**src/rtl/adder_bist.sv**
```systemverilog
// Built-in self-test controller for a WIDTH-bit ripple-carry adder: drives LFSR vectors and checks sums.
// Define ADDER_BIST_EXHAUSTIVE_EN to replace the LFSR with an up-counter that covers every input vector.
module adder_bist #(
  parameter int          WIDTH       = 4,
  parameter int          NUM_VECTORS = 10,
  parameter logic [15:0] SEED        = 16'hACE1
) (
  input  logic             clk,
  input  logic             rst,
  input  logic             start,
  output logic [WIDTH-1:0] dut_a,
  output logic [WIDTH-1:0] dut_b,
  output logic             dut_cin,
  input  logic [WIDTH-1:0] dut_sum,
  input  logic             dut_carry,
  output logic             busy,
  output logic             done,
  output logic             pass,
  output logic [7:0]       err_count,
  output logic [15:0]      vec_count,
  output logic [1:0]       fsm_state
);

  // start is honoured only in IDLE and DONE; busy covers DRIVE and CHECK, done is DONE.
  typedef enum logic [1:0] {IDLE = 2'd0, DRIVE = 2'd1, CHECK = 2'd2, FINISH = 2'd3} state_t;

`ifdef ADDER_BIST_EXHAUSTIVE_EN
  localparam int          TOTAL  = 1 << (2*WIDTH+1);
  localparam logic [15:0] RELOAD = 16'h0000;
`else
  localparam int          TOTAL  = NUM_VECTORS;
  localparam logic [15:0] RELOAD = SEED;
`endif
  localparam logic [15:0] TOTAL_16 = 16'(TOTAL);

  state_t        state, state_next;
  logic [15:0]   gen, gen_next;
  logic [WIDTH:0] expected;
  logic          mismatch;
  logic [15:0]   vec_next;

`ifdef ADDER_BIST_EXHAUSTIVE_EN
  assign gen_next = gen + 16'd1;
`else
  assign gen_next = {gen[14:0], gen[15] ^ gen[13] ^ gen[12] ^ gen[10]};
`endif

  assign expected = {1'b0, dut_a} + {1'b0, dut_b} + {{WIDTH{1'b0}}, dut_cin};
  assign mismatch = ({dut_carry, dut_sum} != expected);
  assign vec_next = vec_count + 16'd1;

  always_ff @(posedge clk or posedge rst) begin
    if (rst) state <= IDLE;
    else     state <= state_next;
  end

  always_comb begin
    state_next = state;
    case (state)
      IDLE:    if (start) state_next = DRIVE;
      DRIVE:   state_next = CHECK;
      CHECK:   state_next = (vec_next == TOTAL_16) ? FINISH : DRIVE;
      FINISH:  if (start) state_next = DRIVE;
      default: state_next = IDLE;
    endcase
  end

  always_comb begin
    busy      = (state == DRIVE) || (state == CHECK);
    done      = (state == FINISH);
    pass      = (state == FINISH) && (err_count == 8'd0);
    fsm_state = state;
  end

  // Datapath: vector registers, generator, and result counters.
  always_ff @(posedge clk or posedge rst) begin
    if (rst) begin
      gen       <= RELOAD;
      dut_a     <= '0;
      dut_b     <= '0;
      dut_cin   <= 1'b0;
      err_count <= 8'd0;
      vec_count <= 16'd0;
    end else begin
      case (state)
        IDLE, FINISH: begin
          if (start) begin
            gen       <= RELOAD;
            err_count <= 8'd0;
            vec_count <= 16'd0;
          end
        end
        DRIVE: begin
          dut_a   <= gen[WIDTH-1:0];
          dut_b   <= gen[2*WIDTH-1:WIDTH];
          dut_cin <= gen[2*WIDTH];
          gen     <= gen_next;
        end
        CHECK: begin
          if (mismatch && (err_count != 8'hFF)) err_count <= err_count + 8'd1;
          vec_count <= vec_next;
        end
        default: ;
      endcase
    end
  end

endmodule
```
**config.mk**
```make
export PLATFORM = sky130hd
export DESIGN_NAME = adder_bist
export DESIGN_NICKNAME = d
export VERILOG_FILES = /design/src/rtl/adder_bist.sv
export SDC_FILE = /design/constraint.sdc
export NUM_CORES = 1
export LEC_CHECK = 0
export BUFFER_PORTS_ARGS = -buffer_cell sky130_fd_sc_hd__buf_2
export CORE_MARGIN = 2
export CORE_UTILIZATION = 49
export CTS_BUF_LIST = sky130_fd_sc_hd__clkbuf_4 sky130_fd_sc_hd__clkbuf_8
export CTS_CLUSTER_SIZE = 10
export DETAILED_ROUTE_END_ITERATION = 8
export GPL_TIMING_DRIVEN = 0
export HOLD_SLACK_MARGIN = 0.08
export PLACE_DENSITY = 0.71
export SLEW_MARGIN = 10
export SYNTH_ARGS = -nofsm -noshare
export SYNTH_HDL_FRONTEND = slang
export SYNTH_SLANG_ARGS = --single-unit
```
**constraint.sdc**
```tcl
create_clock -name clk -period 5.1 [get_ports clk]
set_input_delay 0.51 -clock clk [delete_from_list [all_inputs] [get_ports clk]]
set_output_delay 0.51 -clock clk [all_outputs]
set_load 0.03 [all_outputs]
```
==> impl_metrics.csv <==
group,metric,value,unit
sta,fmax,359.2,MHz
sta,worst_slack,2.316,ns
logic_synthesis,yosys_warnings,0,
sta,worstMarginPinSlew,0.5690,ns
logic_synthesis,avgSynthCellArea,9.979,um^2
logic_synthesis,synthesis.area,2834,um^2
routing,viasPerCell,5.549,
place,io_buffer_count,45,
sta,whs,0.2432,ns
worst_setup_path,regToRegSetupSlack,2.32,ns
worst_setup_path,critPathRequiredTime,5.31,ns
clocking,postCtsResizedCells,0,
worst_setup_path,startpoint_type,"flop",
pwr,power_density,528.0,nW/um^2
pwr,power.total,1.722,mW
global_routing,grt_pass1_wl,9998,um
finish,drive_gt1_frac,0.2456,
finish,fin_area,3261,um^2
sta,hold_viol_final,0,
place,dp_hpwl,4344,um
sta,finalSetupViolations,0,
worst_setup_path,reg2reg_depth,9,
clocking,cts_buffers,5,
sta,slew_headroom,0.6181,
worst_setup_path,crit_fanout,10,
clocking,clockRootBuffer,"clkbuf_8",
global_routing,antenna_found_initial,0,
pwr,leakage,1.519,nW
logic_synthesis,synth_edf_count,0,
place,dp.cells,402,
logic_synthesis,synth.distinct_cells,47,
finish,synthToLayoutAreaGrowth,15.06,%
worst_setup_path,cp.arrival,2.99,ns
floorplan,row_count,27,
pwr,seq_power_share,0.356,
routing,wl_per_cell,14.23,um
job,drv_cap,0,
logic_synthesis,syn-num-nets,305,
worst_setup_path,r2r-end,"err_count[0]",
floorplan,initial_core_util,0.5115,
clocking,cts_setup_buffers,0,
clocking,cts_tree,"built",
run_status,status,"complete, no violations",
clocking,holdBufCountCts,0,
routing,drtIter0Drc,120,
finish,fin_util,0.5885,
routing,vias,2275,
routing,routed_wl,5833,um
floorplan,die_h,80.05,um
pwr,p_clk_frac,0.144,
global_routing,grtUsageTotal,0.2000,
routing,postRouteAntennaNets,0,
floorplan,die_w,80.05,um
finish,layout.nets,358,
pwr,power.switching,0.7508,mW
worst_setup_path,crit_type,"reg2reg",
floorplan,ioPinCount,46,
pwr,ir_worst_vdd,0.2567,mV
sta,fin_crit_sh,0.5459,
routing,dr.pass1.iters,4,
logic_synthesis,synth_async_sr_flop_share,1.000,
logic_synthesis,ys_seq_area_frac,0.4539,
place,pre_cts_slack,2.327,ns
sta,min_period,2.784,ns
sta,tns,0,ns
pwr,p_int,0.9708,mW
pwr,p_sw_frac,0.4361,
global_routing,grt_max_degree,27,
logic_synthesis,syn-instance-count,284,
finish,fin_cells,410,
pwr,combinationalPowerShare,0.501,
sta,slew_violations,0,
place,gp_congestion,0.8176,
global_routing,grt_pass1_vias,2184,
worst_setup_path,endpoint_kind,"flop",
clocking,clock-sinks,51,
clocking,clkTransAtPathRegs,0.10,ns
floorplan,core-area,5540,um^2
logic_synthesis,ys_ff_latch,51,
finish,diodes,0,
clocking,cts_max_level,2,
worst_hold_path,hold_class,"in2async",
sta,fin_worst_skew,0.004830,ns
floorplan,dieArea,6408,um^2
worst_setup_path,timing.rr.start,"dut_a[0]",
routing,route.detailed.drc,0,
logic_synthesis,synth_ff_type,"dfrtp_1",
clocking,clock_path_buffers,2,
global_routing,grt_overflow_total,0,
sta,rsz0062_at_grt,"no",
place,dpl_cell_area,3169,um^2
clocking,clk_latency,0.31,ns
-- registers in the layout (all words and copies together), names as in the netlist --
register / flops
dut_a: 4
fsm_state: 2
gen: 16
err_count: 8
dut_cin: 1
vec_count: 16
dut_b: 4
-- critical path: stages, from the launching register on --
cell and delay (ns):
dfrtp_1 0.35, inv_1 0.07, fa_1 0.41, inv_1 0.10, fa_1 0.43, xor2_1 0.17, nor3_1 0.20, nand3_1 0.32
and3_1 0.36, mux2_2 0.27
-- cells by family after synthesis --
group	after synthesis	synth area share
AOI/OAI and AO/OA	72	0.1709
muxes	12	0.04768
and+or+nand+nor	91	0.1678
DFF	51	0.4539
xor gates and xnor gates	19	0.05872
buffers and inverters	26	0.03841
adders and majority gates	13	0.06269
-- final cells by class --
class / instances / area (um^2)
clock inverters: 3 / 22.52
fillers: 508 / 2280
inverters: 12 / 45.04
repair buffers: 46 / 245.2
multi-input cells: 207 / 1439
flip-flops and latches: 51 / 1286
clock buffers: 5 / 68.82
plain buffers: 14 / 63.81
well taps: 72 / 90.09
-- synthesized netlist by cell type, drive strengths merged (2+ instances only) --
cell     n  area [um^2]
nand3   11        67.57
and2     2        12.51
o22a     7        61.31
xnor2   12        105.1
a31oi    7        43.79
fa       2        40.04
nand2b   3        18.77
a21o     3        22.52
inv     12        45.04
or4      2        18.77
o21ai   25        125.1
dfstp    8        210.2
nor3     5        25.02
buf      4        26.27
ha      11        137.6
dfrtp   43         1076
a21oi    7        35.03
clkbuf  10        37.54
a32o     2        20.02
nand2   34        127.6
a22o     9        78.83
and3     8        51.30
nor2    13        56.30
xor2     7        61.31
o31ai    6        50.05
nand4    8        50.05
mux2i    3        30.03
mux2     9        105.1
-- power by group through the flow --
| stage | combinational (mW) | sequential [mW] | clock (mW) |
|---|---|---|---|
| floorplan | 0.606 | 0.677 | 0 |
| global placement | 0.845 | 0.616 | 0 |
| detailed placement | 0.869 | 0.621 | 0 |
| CTS | 0.871 | 0.613 | 0.252 |
| global route | 0.959 | 0.630 | 0.266 |
| finish | 0.862 | 0.613 | 0.247 |
-- layer usage --
layer  vias up  track usage  wire length, um
li1       1125            -                -
met1      1086       0.2701             2795
met2        57       0.3192             2652
met3         7      0.03596              304
met4         0      0.07966               80
met5         -            0                0
-- cells in the final DEF (no fill, tap or decap), types with 8 or more instances in the layout --
master,instances
nor2_1,12
mux2_2,8
a22o_1,9
inv_1,11
dfrtp_1,43
nand4_1,8
o21ai_0,24
xnor2_1,12
nand2_1,34
buf_2,48
clkbuf_1,10
nand3_1,10
ha_1,11
dfstp_2,8
-- worst max path at each step --
| stage | from | endpoint | slack (ns) | cells after the start |
|---|---|---|---|---|
| 6_report | dut_a[0] | err_count[0] | 2.32 | 9 |
| 3_3_place_gp | dut_a[0] | err_count[0] | 2.38 | 9 |
| 5_1_grt | dut_a[0] | err_count[0] | 2.11 | 9 |
| 3_5_place_dp | dut_a[0] | err_count[0] | 2.33 | 9 |
| 2_1_floorplan | dut_a[0] | err_count[0] | 2.37 | 9 |
| 4_1_cts | dut_a[0] | err_count[0] | 2.32 | 9 |
Note: power is estimated with default switching activity, not from simulation.
